$ cat config.mk
export PLATFORM = sky130hd
export DESIGN_NAME = track_sequencer_flat
export DESIGN_NICKNAME = d
export VERILOG_FILES = /design/src/rtl/track_sequencer_pkg.sv /design/src/rtl/track_sequencer_if.sv /design/src/rtl/track_sequencer_next_track_sel.sv /design/src/rtl/track_sequencer.sv /design/src/flat_wrapper.sv
export SDC_FILE = /design/constraint.sdc
export NUM_CORES = 1
export LEC_CHECK = 0
export CORE_ASPECT_RATIO = 1.2
export CORE_MARGIN = 2
export CORE_UTILIZATION = 35
export CTS_BUF_LIST = sky130_fd_sc_hd__clkbuf_2 sky130_fd_sc_hd__clkbuf_4 sky130_fd_sc_hd__clkbuf_8
export CTS_CLUSTER_SIZE = 40
export DETAILED_ROUTE_END_ITERATION = 6
export SYNTH_ARGS = -nofsm -noshare
export SYNTH_HDL_FRONTEND = slang
export SYNTH_SLANG_ARGS = --single-unit
$ cat constraint.sdc
create_clock -name clk -period 4.84 [get_ports clk]
set_input_delay 0.968 -clock clk [delete_from_list [all_inputs] [get_ports clk]]
set_output_delay 0.968 -clock clk [all_outputs]
set_load 0.05 [all_outputs]
$ cat src/rtl/track_sequencer_pkg.sv
// Shared definitions for the multi-track note sequencer.
// Holds the play-mode codes, the FSM state type and default bus widths.
// Pure declarations; no logic, no latency, no flow control.
package track_sequencer_pkg;

  localparam int NUM_TRACKS_DEF = 4;
  localparam int ADDR_W_DEF     = 8;
  localparam int DATA_W_DEF     = 16;

  localparam logic [1:0] MODE_SEQ    = 2'd0;
  localparam logic [1:0] MODE_RAND   = 2'd1;
  localparam logic [1:0] MODE_CHOICE = 2'd2;
  localparam logic [1:0] MODE_ONCE   = 2'd3;

  typedef enum logic [1:0] {
    ST_IDLE,
    ST_PLAY,
    ST_PAUSE,
    ST_DONE
  } state_t;

endpackage

$ cat src/rtl/track_sequencer_if.sv
// Control, ROM and audio-output bundle of the track sequencer.
// master = controller/ROM/audio side, slave = sequencer core.
// No flow control: clk_48hz is a one-cycle strobe, outputs are pulses.
interface track_sequencer_if #(
  parameter int TRK_W  = 2,
  parameter int ADDR_W = 8,
  parameter int DATA_W = 16
);
  logic              clk_48hz;
  logic              pause;
  logic [1:0]        mode;
  logic [2:0]        choice;
  logic [2:0]        rand_in;
  logic [ADDR_W-1:0] rom_addr;
  logic [DATA_W-1:0] rom_data;
  logic [DATA_W-1:0] sample_out;
  logic              sample_valid;
  logic [TRK_W-1:0]  track_num;
  logic              track_done;

  modport master (
    output clk_48hz, pause, mode, choice, rand_in, rom_data,
    input  rom_addr, sample_out, sample_valid, track_num, track_done
  );

  modport slave (
    input  clk_48hz, pause, mode, choice, rand_in, rom_data,
    output rom_addr, sample_out, sample_valid, track_num, track_done
  );
endinterface

$ cat src/rtl/track_sequencer_next_track_sel.sv
// Picks the track that follows the current one when a track ends.
// Ports: mode, track, rand_in in; next_track, done_flag (play-once stop) out.
// Purely combinational, zero latency, no flow control.
module track_sequencer_next_track_sel
  import track_sequencer_pkg::*;
#(
  parameter int NUM_TRACKS = NUM_TRACKS_DEF,
  parameter int TRK_W      = $clog2(NUM_TRACKS)
) (
  input  logic [1:0]       mode,
  input  logic [TRK_W-1:0] track,
  input  logic [2:0]       rand_in,
  output logic [TRK_W-1:0] next_track,
  output logic             done_flag
);

  logic [TRK_W-1:0] r;

  always_comb begin
    next_track = track;
    done_flag  = 1'b0;
    r          = TRK_W'(int'(rand_in) % NUM_TRACKS);
    case (mode)
      MODE_SEQ: begin
        next_track = (int'(track) == NUM_TRACKS - 1) ? '0 : track + 1'b1;
      end
      MODE_RAND: begin
        // Bump a repeat draw by one so the same track never plays twice in a row.
        if (r == track) begin
          next_track = (int'(r) == NUM_TRACKS - 1) ? '0 : r + 1'b1;
        end else begin
          next_track = r;
        end
      end
      MODE_CHOICE: next_track = track;
      default:     done_flag  = 1'b1;
    endcase
  end

endmodule

$ cat src/rtl/track_sequencer.sv
// Multi-track note sequencer: walks a shared ROM track by track, one note per clk_48hz tick.
// Ports: clk, rst (sync, active-high), bus (slave side of track_sequencer_if).
// Latency: sample_valid two clocks after the accepting tick; pause drains the note pipeline.
module track_sequencer
  import track_sequencer_pkg::*;
#(
  parameter int                            NUM_TRACKS = NUM_TRACKS_DEF,
  parameter int                            TRK_W      = $clog2(NUM_TRACKS),
  parameter int                            ADDR_W     = ADDR_W_DEF,
  parameter int                            DATA_W     = DATA_W_DEF,
  parameter logic [NUM_TRACKS*ADDR_W-1:0]  TRACK_BASE = {8'd88, 8'd80, 8'd70, 8'd0},
  parameter logic [NUM_TRACKS*ADDR_W-1:0]  TRACK_LEN  = {8'd12, 8'd8, 8'd10, 8'd70}
) (
  input  logic        clk,
  input  logic        rst,
  track_sequencer_if.slave bus
);

  state_t              state_q, state_d;
  logic [TRK_W-1:0]    track_q;
  logic [ADDR_W-1:0]   offset_q;
  logic                done_q;
  logic                s1_q, s2_q, valid_q;
  logic [DATA_W-1:0]   sample_q;

  logic [ADDR_W-1:0]   base_tab [NUM_TRACKS];
  logic [ADDR_W-1:0]   last_tab [NUM_TRACKS];

  logic                start, step, jump, end_trk, launch, at_end;
  logic                choice_ok, done_flag;
  logic [TRK_W-1:0]    choice_trk, nxt_track;

  // Unpack per-track tables; a zero length behaves as a one-note track.
  for (genvar i = 0; i < NUM_TRACKS; i++) begin : g_tab
    localparam logic [ADDR_W-1:0] LEN = TRACK_LEN[i*ADDR_W +: ADDR_W];
    assign base_tab[i] = TRACK_BASE[i*ADDR_W +: ADDR_W];
    assign last_tab[i] = (LEN == '0) ? '0 : LEN - 1'b1;
  end

  assign choice_ok  = int'(bus.choice) < NUM_TRACKS;
  assign choice_trk = TRK_W'(bus.choice);
  assign at_end     = (offset_q == last_tab[track_q]);

  track_sequencer_next_track_sel #(
    .NUM_TRACKS (NUM_TRACKS),
    .TRK_W      (TRK_W)
  ) u_next_track_sel (
    .mode       (bus.mode),
    .track      (track_q),
    .rand_in    (bus.rand_in),
    .next_track (nxt_track),
    .done_flag  (done_flag)
  );

  // FSM state register.
  always_ff @(posedge clk) begin
    if (rst) state_q <= ST_IDLE;
    else     state_q <= state_d;
  end

  // FSM next state.
  always_comb begin
    state_d = state_q;
    case (state_q)
      ST_IDLE:  if (start) state_d = ST_PLAY;
      ST_PLAY: begin
        if (bus.pause)                state_d = ST_PAUSE;
        else if (end_trk && done_flag) state_d = ST_DONE;
      end
      ST_PAUSE: if (!bus.pause) state_d = ST_PLAY;
      default:  if (bus.mode != MODE_ONCE) state_d = ST_IDLE;
    endcase
  end

  // FSM outputs: which kind of tick is accepted this cycle.
  always_comb begin
    start = 1'b0;
    step  = 1'b0;
    case (state_q)
      ST_IDLE: start = bus.clk_48hz & ~bus.pause;
      ST_PLAY: step  = bus.clk_48hz & ~bus.pause;
      default: ;
    endcase
  end

  // A mode-2 jump pre-empts the end-of-track rule and never counts as a track end.
  assign jump    = step & (bus.mode == MODE_CHOICE) & choice_ok & (choice_trk != track_q);
  assign end_trk = step & ~jump & at_end;
  assign launch  = start | (step & ~(end_trk & done_flag));

  // Track / offset position.
  always_ff @(posedge clk) begin
    if (rst) begin
      track_q  <= '0;
      offset_q <= '0;
      done_q   <= 1'b0;
    end else begin
      done_q <= 1'b0;
      if (start) begin
        track_q  <= (bus.mode == MODE_CHOICE && choice_ok) ? choice_trk : '0;
        offset_q <= '0;
      end else if (jump) begin
        track_q  <= choice_trk;
        offset_q <= '0;
      end else if (end_trk) begin
        done_q   <= 1'b1;
        offset_q <= '0;
        track_q  <= nxt_track;
      end else if (step) begin
        offset_q <= offset_q + 1'b1;
      end
    end
  end

  // Note pipeline: s1 = address just updated, s2 = ROM word captured, then output.
  always_ff @(posedge clk) begin
    if (rst) begin
      s1_q     <= 1'b0;
      s2_q     <= 1'b0;
      valid_q  <= 1'b0;
      sample_q <= '0;
    end else if (bus.pause || state_q == ST_DONE) begin
      s1_q     <= 1'b0;
      s2_q     <= 1'b0;
      valid_q  <= 1'b0;
      sample_q <= '0;
    end else begin
      s1_q    <= launch;
      s2_q    <= s1_q;
      valid_q <= s2_q;
      if (s2_q) sample_q <= bus.rom_data;
    end
  end

  assign bus.rom_addr     = base_tab[track_q] + offset_q;
  assign bus.track_num    = track_q;
  assign bus.track_done   = done_q;
  assign bus.sample_out   = sample_q;
  assign bus.sample_valid = valid_q;

endmodule

$ cat src/flat_wrapper.sv
// flat-port wrapper written by rule: the top's interface ports become plain ports
module track_sequencer_flat import track_sequencer_pkg::*;
#(
  parameter int                            NUM_TRACKS = NUM_TRACKS_DEF,
  parameter int                            TRK_W      = $clog2(NUM_TRACKS),
  parameter int                            ADDR_W     = ADDR_W_DEF,
  parameter int                            DATA_W     = DATA_W_DEF,
  parameter logic [NUM_TRACKS*ADDR_W-1:0]  TRACK_BASE = {8'd88, 8'd80, 8'd70, 8'd0},
  parameter logic [NUM_TRACKS*ADDR_W-1:0]  TRACK_LEN  = {8'd12, 8'd8, 8'd10, 8'd70}
)
  (clk, rst, bus_clk_48hz, bus_pause, bus_mode, bus_choice, bus_rand_in, bus_rom_data, bus_rom_addr, bus_sample_out, bus_sample_valid, bus_track_num, bus_track_done);
  track_sequencer_if #(.TRK_W(TRK_W), .ADDR_W(ADDR_W), .DATA_W(DATA_W)) bus_i ();
  input  logic clk;
  input  logic rst;
  input wire logic [$bits(bus_i.clk_48hz)-1:0] bus_clk_48hz;
  input wire logic [$bits(bus_i.pause)-1:0] bus_pause;
  input wire logic [$bits(bus_i.mode)-1:0] bus_mode;
  input wire logic [$bits(bus_i.choice)-1:0] bus_choice;
  input wire logic [$bits(bus_i.rand_in)-1:0] bus_rand_in;
  input wire logic [$bits(bus_i.rom_data)-1:0] bus_rom_data;
  output wire logic [$bits(bus_i.rom_addr)-1:0] bus_rom_addr;
  output wire logic [$bits(bus_i.sample_out)-1:0] bus_sample_out;
  output wire logic [$bits(bus_i.sample_valid)-1:0] bus_sample_valid;
  output wire logic [$bits(bus_i.track_num)-1:0] bus_track_num;
  output wire logic [$bits(bus_i.track_done)-1:0] bus_track_done;
  assign bus_i.clk_48hz = bus_clk_48hz;
  assign bus_i.pause = bus_pause;
  assign bus_i.mode = bus_mode;
  assign bus_i.choice = bus_choice;
  assign bus_i.rand_in = bus_rand_in;
  assign bus_i.rom_data = bus_rom_data;
  assign bus_rom_addr = bus_i.rom_addr;
  assign bus_sample_out = bus_i.sample_out;
  assign bus_sample_valid = bus_i.sample_valid;
  assign bus_track_num = bus_i.track_num;
  assign bus_track_done = bus_i.track_done;
  track_sequencer #(.NUM_TRACKS(NUM_TRACKS), .TRK_W(TRK_W), .ADDR_W(ADDR_W), .DATA_W(DATA_W), .TRACK_BASE(TRACK_BASE), .TRACK_LEN(TRACK_LEN)) u_core (.clk(clk), .rst(rst), .bus(bus_i));
endmodule
# == Word-level counts from Yosys, hierarchy flattened ==
# Cells that the tools add are included.
# Widths: inputs -> output; s select.
# totals
ff_bits,32
input_bits,28
# op_classes
add_sub_neg,4
order_cmp,2
eq_ne,14
n_mux,24
n_bitwise,13
n_reduce_logical,14
# ops
cell,n
$bmux 8 s2,2
$mux 8,4
$mux 2,12
$add 8x1->8 const B,1
$add 8x8->8,1
$and 1x1->1,8
$eq 2x1->1 const B,4
$eq 8x8->1,1
$reduce_bool 4->1,2
$eq 2x2->1 const B,3
$pmux 2 s3,1
$reduce_or 3->1,2
$add 2x1->2 const B,2
$logic_not 2->1,2
$mux 1,4
$ne 2x2->1 const B,2
$pmux 2 s2,1
$reduce_and 4->1,1
$reduce_or 4->1,1
$ge 3x3->1 const B,1
$lt 3x3->1 const B,1
$ne 3x2->1 const B,1
$not 1->1,3
$not 2->3,1
other kinds (9),10

# == Depth between registers and ports, before layout ==
# logic_depth
word_depth,13
mapped_depth,11
ltp_nobuf,10

# == Cells and area by module ==
# From an unflattened synthesis, not the netlist that was laid out.
# unflattened
cells_unflattened,186
area_unflattened_um2,1699.1
# by_module_without_submodules
mod,instances,cells_each,area_each_um2,seq_area_each_um2
track_sequencer,1,166,1557.7,640.6
track_sequencer_next_track_sel,1,20,141.4,0.0

# == Worst setup path after synthesis ==
# OpenSTA, ideal clock, no wires.
# synth_path
path_kind,flip-flop to output port
startpoint,"reg u_core.track_q[1], in the netlist u_core.bus.track_num[1]"
endpoint,out bus_rom_addr[7]
arrival_ps,2773
required_ps,3872
slack_ps,1099
stages_incl_launch_ff,12
path_buffers,1
path_cell_list,dfxtp_1 -> buf_2 -> inv_1 -> ha_1 -> ha_1 -> inv_1 -> fa_1 -> nor2b_1 -> o21ai_0 -> nand2b_1 -> a31oi_1 -> xnor2_1
# synth_between
elab_chain_len,5
# synth_lines
element,line,text
"start, declared",track_sequencer.sv:20,logic [TRK_W-1:0] track_q;
"start signal, assigned",track_sequencer.sv:100,track_q <= (bus.mode == MODE_CHOICE && choice_ok) ? choice_trk : '0;
"start signal, assigned",track_sequencer.sv:103,track_q <= choice_trk;
"start signal, assigned",track_sequencer.sv:108,track_q <= nxt_track;
$not 2->3 (not written as such),track_sequencer.sv:135,assign bus.rom_addr = base_tab[track_q] + offset_q;
$bmux 8 s2,track_sequencer.sv:135,
$mux 8 (not written as such) (2 in a row),track_sequencer.sv:135,
$add 8x8->8,track_sequencer.sv:135,
"end, declared",flat_wrapper.sv:21,output wire logic [$bits(bus_i.rom_addr)-1:0] bus_rom_addr;
# Every way passes these cells. The select of a mux whose other input is x is not followed.

# == Worst setup path in the final report ==
# layout_path
startpoint,"reg u_core.track_q[0], in the netlist u_core.bus.track_num[0]"
endpoint,out bus_rom_addr[7]
# Same word-level chain as after synthesis.

==> metrics.txt <==
starting density of the core 35.66%; Reg2Reg Setup Slack 2380 ps; Pre-antenna DRT Iters 4; DP Worst Slack 957.2 ps; VDD IR max 209.0 uV; Hold Buf Count CTS 0; Slew headroom 36.08%; first-pass GRT wire length 5940 um; dpl hpwl 2822 um; Layout area overhead 38.54%; Max Root-Sink Buffers 2; Post-Syn Nets 230; period utilisation layout 85.76%; Async SR Flop Fraction 0%; H-tree Lvls 2; Final Hold Vio Count 0; Die Span Y 81.17 um; Via-to-Cell Ratio 4.626; row count 28; ANT cells 0; fmax 0.2409 GHz; Worst Max-Slew Pin Slew 957.5 ps; Buffers on Ports 54; Syn Inst Count 191; top-area cell type share of the netlist area 36.89%; die footprint 5544 um2; Top Ports 56; largest fanout on the critical path 12; MaxCap Viol Count 0; CTS tree done; cell mode on critical path ha_1; Clock Skews 3.508 ps; crit path time final 4151 ps; NumNets Final 283; post_cts resized 0; Final setup viols 0; Tot Pwr 591.4 uW; CTS buffer count 5; Reg clk slew, reported paths 60 ps; All-Layer GR Usage 14.11%; WL/cell 11.87 um; Min-Delay Path Class flop to flop; number of remaining DRC errors 0; setup bufs post-CTS 0; Worst path max stage delay 810 ps; critical path type flop to output pin; register area share after synthesis 36.89%; via count 1411; PwrDens 245.8 nW/um2; Final ANT Viol Nets 0; antenna violations before repair 0; vias in the first global route 1298; data required time of the worst path 3870 ps; XOR/XNOR Fraction of Synth Area 9.078%; Synth Area in Compound Gates 8.862%; Sink Count 32; run status finished, final reports clean; setup TNS 0 ps; Leak 0.0009100 uW; placer congestion estimate 0.7375; max-slew violation count 0; top cell type by total area after synthesis dfxtp_1; combinational family with the most area after synthesis simple AND/OR/NAND/NOR gates; crit path capture type output pin; share of layout cells above drive strength 1 6.939%; setup ws final 689.3 ps; mux share of post-synthesis cell area 9.798%; core box area 4870 um2; RSZ-0062 raised after global routing false; Post-Synth Adder-Cell Area 8.357%; worst path cell trace ha_1, ha_1, inv_1, fa_1, nor2b_1, o21ai_0, nand2b_1, a31oi_1, xnor2_1, clkdlybuf4s50_1; DRT iter0 DRCs 32; Die X 68.31 um; DRT Wirelength 3620 um; synthesized flop and latch total 32; Most used DFF post-synth dfxtp_1; top post-synthesis cells by area dfxtp_1, mux2i_1, nor2_1; startpoint types flop; largest net degree at the start of global routing 20; Cell Area, Synth 1737 um2; Post-synth EDFFs 0; CTS root buffer clkbuf_8; Worst-Skew Late Latency 280 ps; CP max stage cell clkdlybuf4s50_1; post-synth cell types 41; grt ovf 0; commonest non-fill, non-tap cell in the layout clkdlybuf4s50_1; yosys warns 0; commonest cells after routing, fill and taps aside clkdlybuf4s50_1, nor2_1, dfxtp_1, mux2i_1; Avg Cell Area, Syn 9.092 um2; crit path DAT 3180 ps; simple-gate share of the synthesized area 21.11%
==> critical path, delay by kind of cell (launching register included) <==
| family | cells | cell delay, ps |
|---|---|---|
| AO/OA/AOI/OAI | 2 | 190 |
| XOR/XNOR | 1 | 140 |
| buffers and inverters | 2 | 860 |
| AND/OR/NAND/NOR | 2 | 250 |
| flip-flops | 1 | 600 |
| adder cells (fa/ha/maj) | 3 | 860 |
==> per-stage QoR <==
| stage | hold slack, ps | util, % | std cells | cell area [um2] |
|---|---|---|---|---|
| after global placement | 399.0 | 47.12 | 297 | 2295 |
| after detailed placement | 401.0 | 47.12 | 297 | 2295 |
| after floorplan | 393.6 | - | 191 | 1737 |
| after CTS | 411.4 | 49.41 | 305 | 2406 |
| after global routing | 429.1 | 49.41 | 305 | 2406 |
| final | 407.5 | 49.41 | 305 | 2406 |
==> synth_stat cells (all sizes together), types with 2 or more instances <==
| cell type | count |
|---|---|
| ha | 10 |
| clkbuf | 4 |
| a21oi | 7 |
| or2 | 3 |
| nor2b | 4 |
| a21o | 3 |
| nand2b | 2 |
| nor2 | 36 |
| o21ai | 5 |
| nand2 | 8 |
| dfxtp | 32 |
| buf | 5 |
| mux2i | 17 |
| xnor2 | 9 |
| inv | 10 |
| xor2 | 9 |
| nand4b | 2 |
| nand4 | 4 |
| a211oi | 2 |
| nor3b | 3 |
| a31oi | 2 |
==> state kept, by name, summed over array words and instances (netlist names) <==
register                 count
u_core.bus.track_done        1
u_core.offset_q              8
u_core.bus.sample_valid      1
u_core.bus.sample_out       16
u_core.s2_q                  1
u_core.state_q               2
u_core.bus.track_num         2
u_core.s1_q                  1
==> worst paths after layout <==
check                    endpoint  cells past startpoint                     from
hold reg to reg       u_core.s2_q                      2              u_core.s1_q
setup / recovery  bus_rom_addr[7]                     10  u_core.bus.track_num[0]
hold / removal        u_core.s2_q                      2              u_core.s1_q
setup reg to reg      u_core.s1_q                      9  u_core.bus.track_num[0]
==> report_power, final <==
group	internal (uW)	switching [uW]	leakage [uW]	total, uW
Sequential	265	4.38	0.000258	270
Clock	158	95.7	0.0000586	254
Combinational	35.9	31.8	0.000593	67.7
==> logic make-up (layout without fill, tap and decap cells) <==
group | Yosys count | count (layout)
mux | 17 | 17
flops | 32 | 32
simple gates | 70 | 70
fa+ha+maj | 11 | 11
xor+xnor | 18 | 18
compound gates | 24 | 24
buf+inv | 19 | 73
==> cell type report <==
type,instances,area (um2)
fillers,475,2464
multi-input cells,140,993.5
flip-flops and latches,32,640.6
repair buffers,55,548.0
clock buffers,6,76.32
well taps,60,75.07
inverters,10,37.54
clock inverters,2,35.03
==> layer usage <==
| metal | vias up | GRT usage (%) | part of all wire (%) | wire length, um |
|---|---|---|---|---|
| met4 | 0 | 4.800 | 1.5 | 56 |
| met1 | 632 | 17.72 | 45 | 1624 |
| met5 | - | 0 | 0 | 0 |
| li1 | 745 | - | - | - |
| met3 | 8 | 4.017 | 3.5 | 128 |
| met2 | 26 | 22.91 | 50 | 1811 |
No activity file was read; power rests on OpenSTA's default activity.
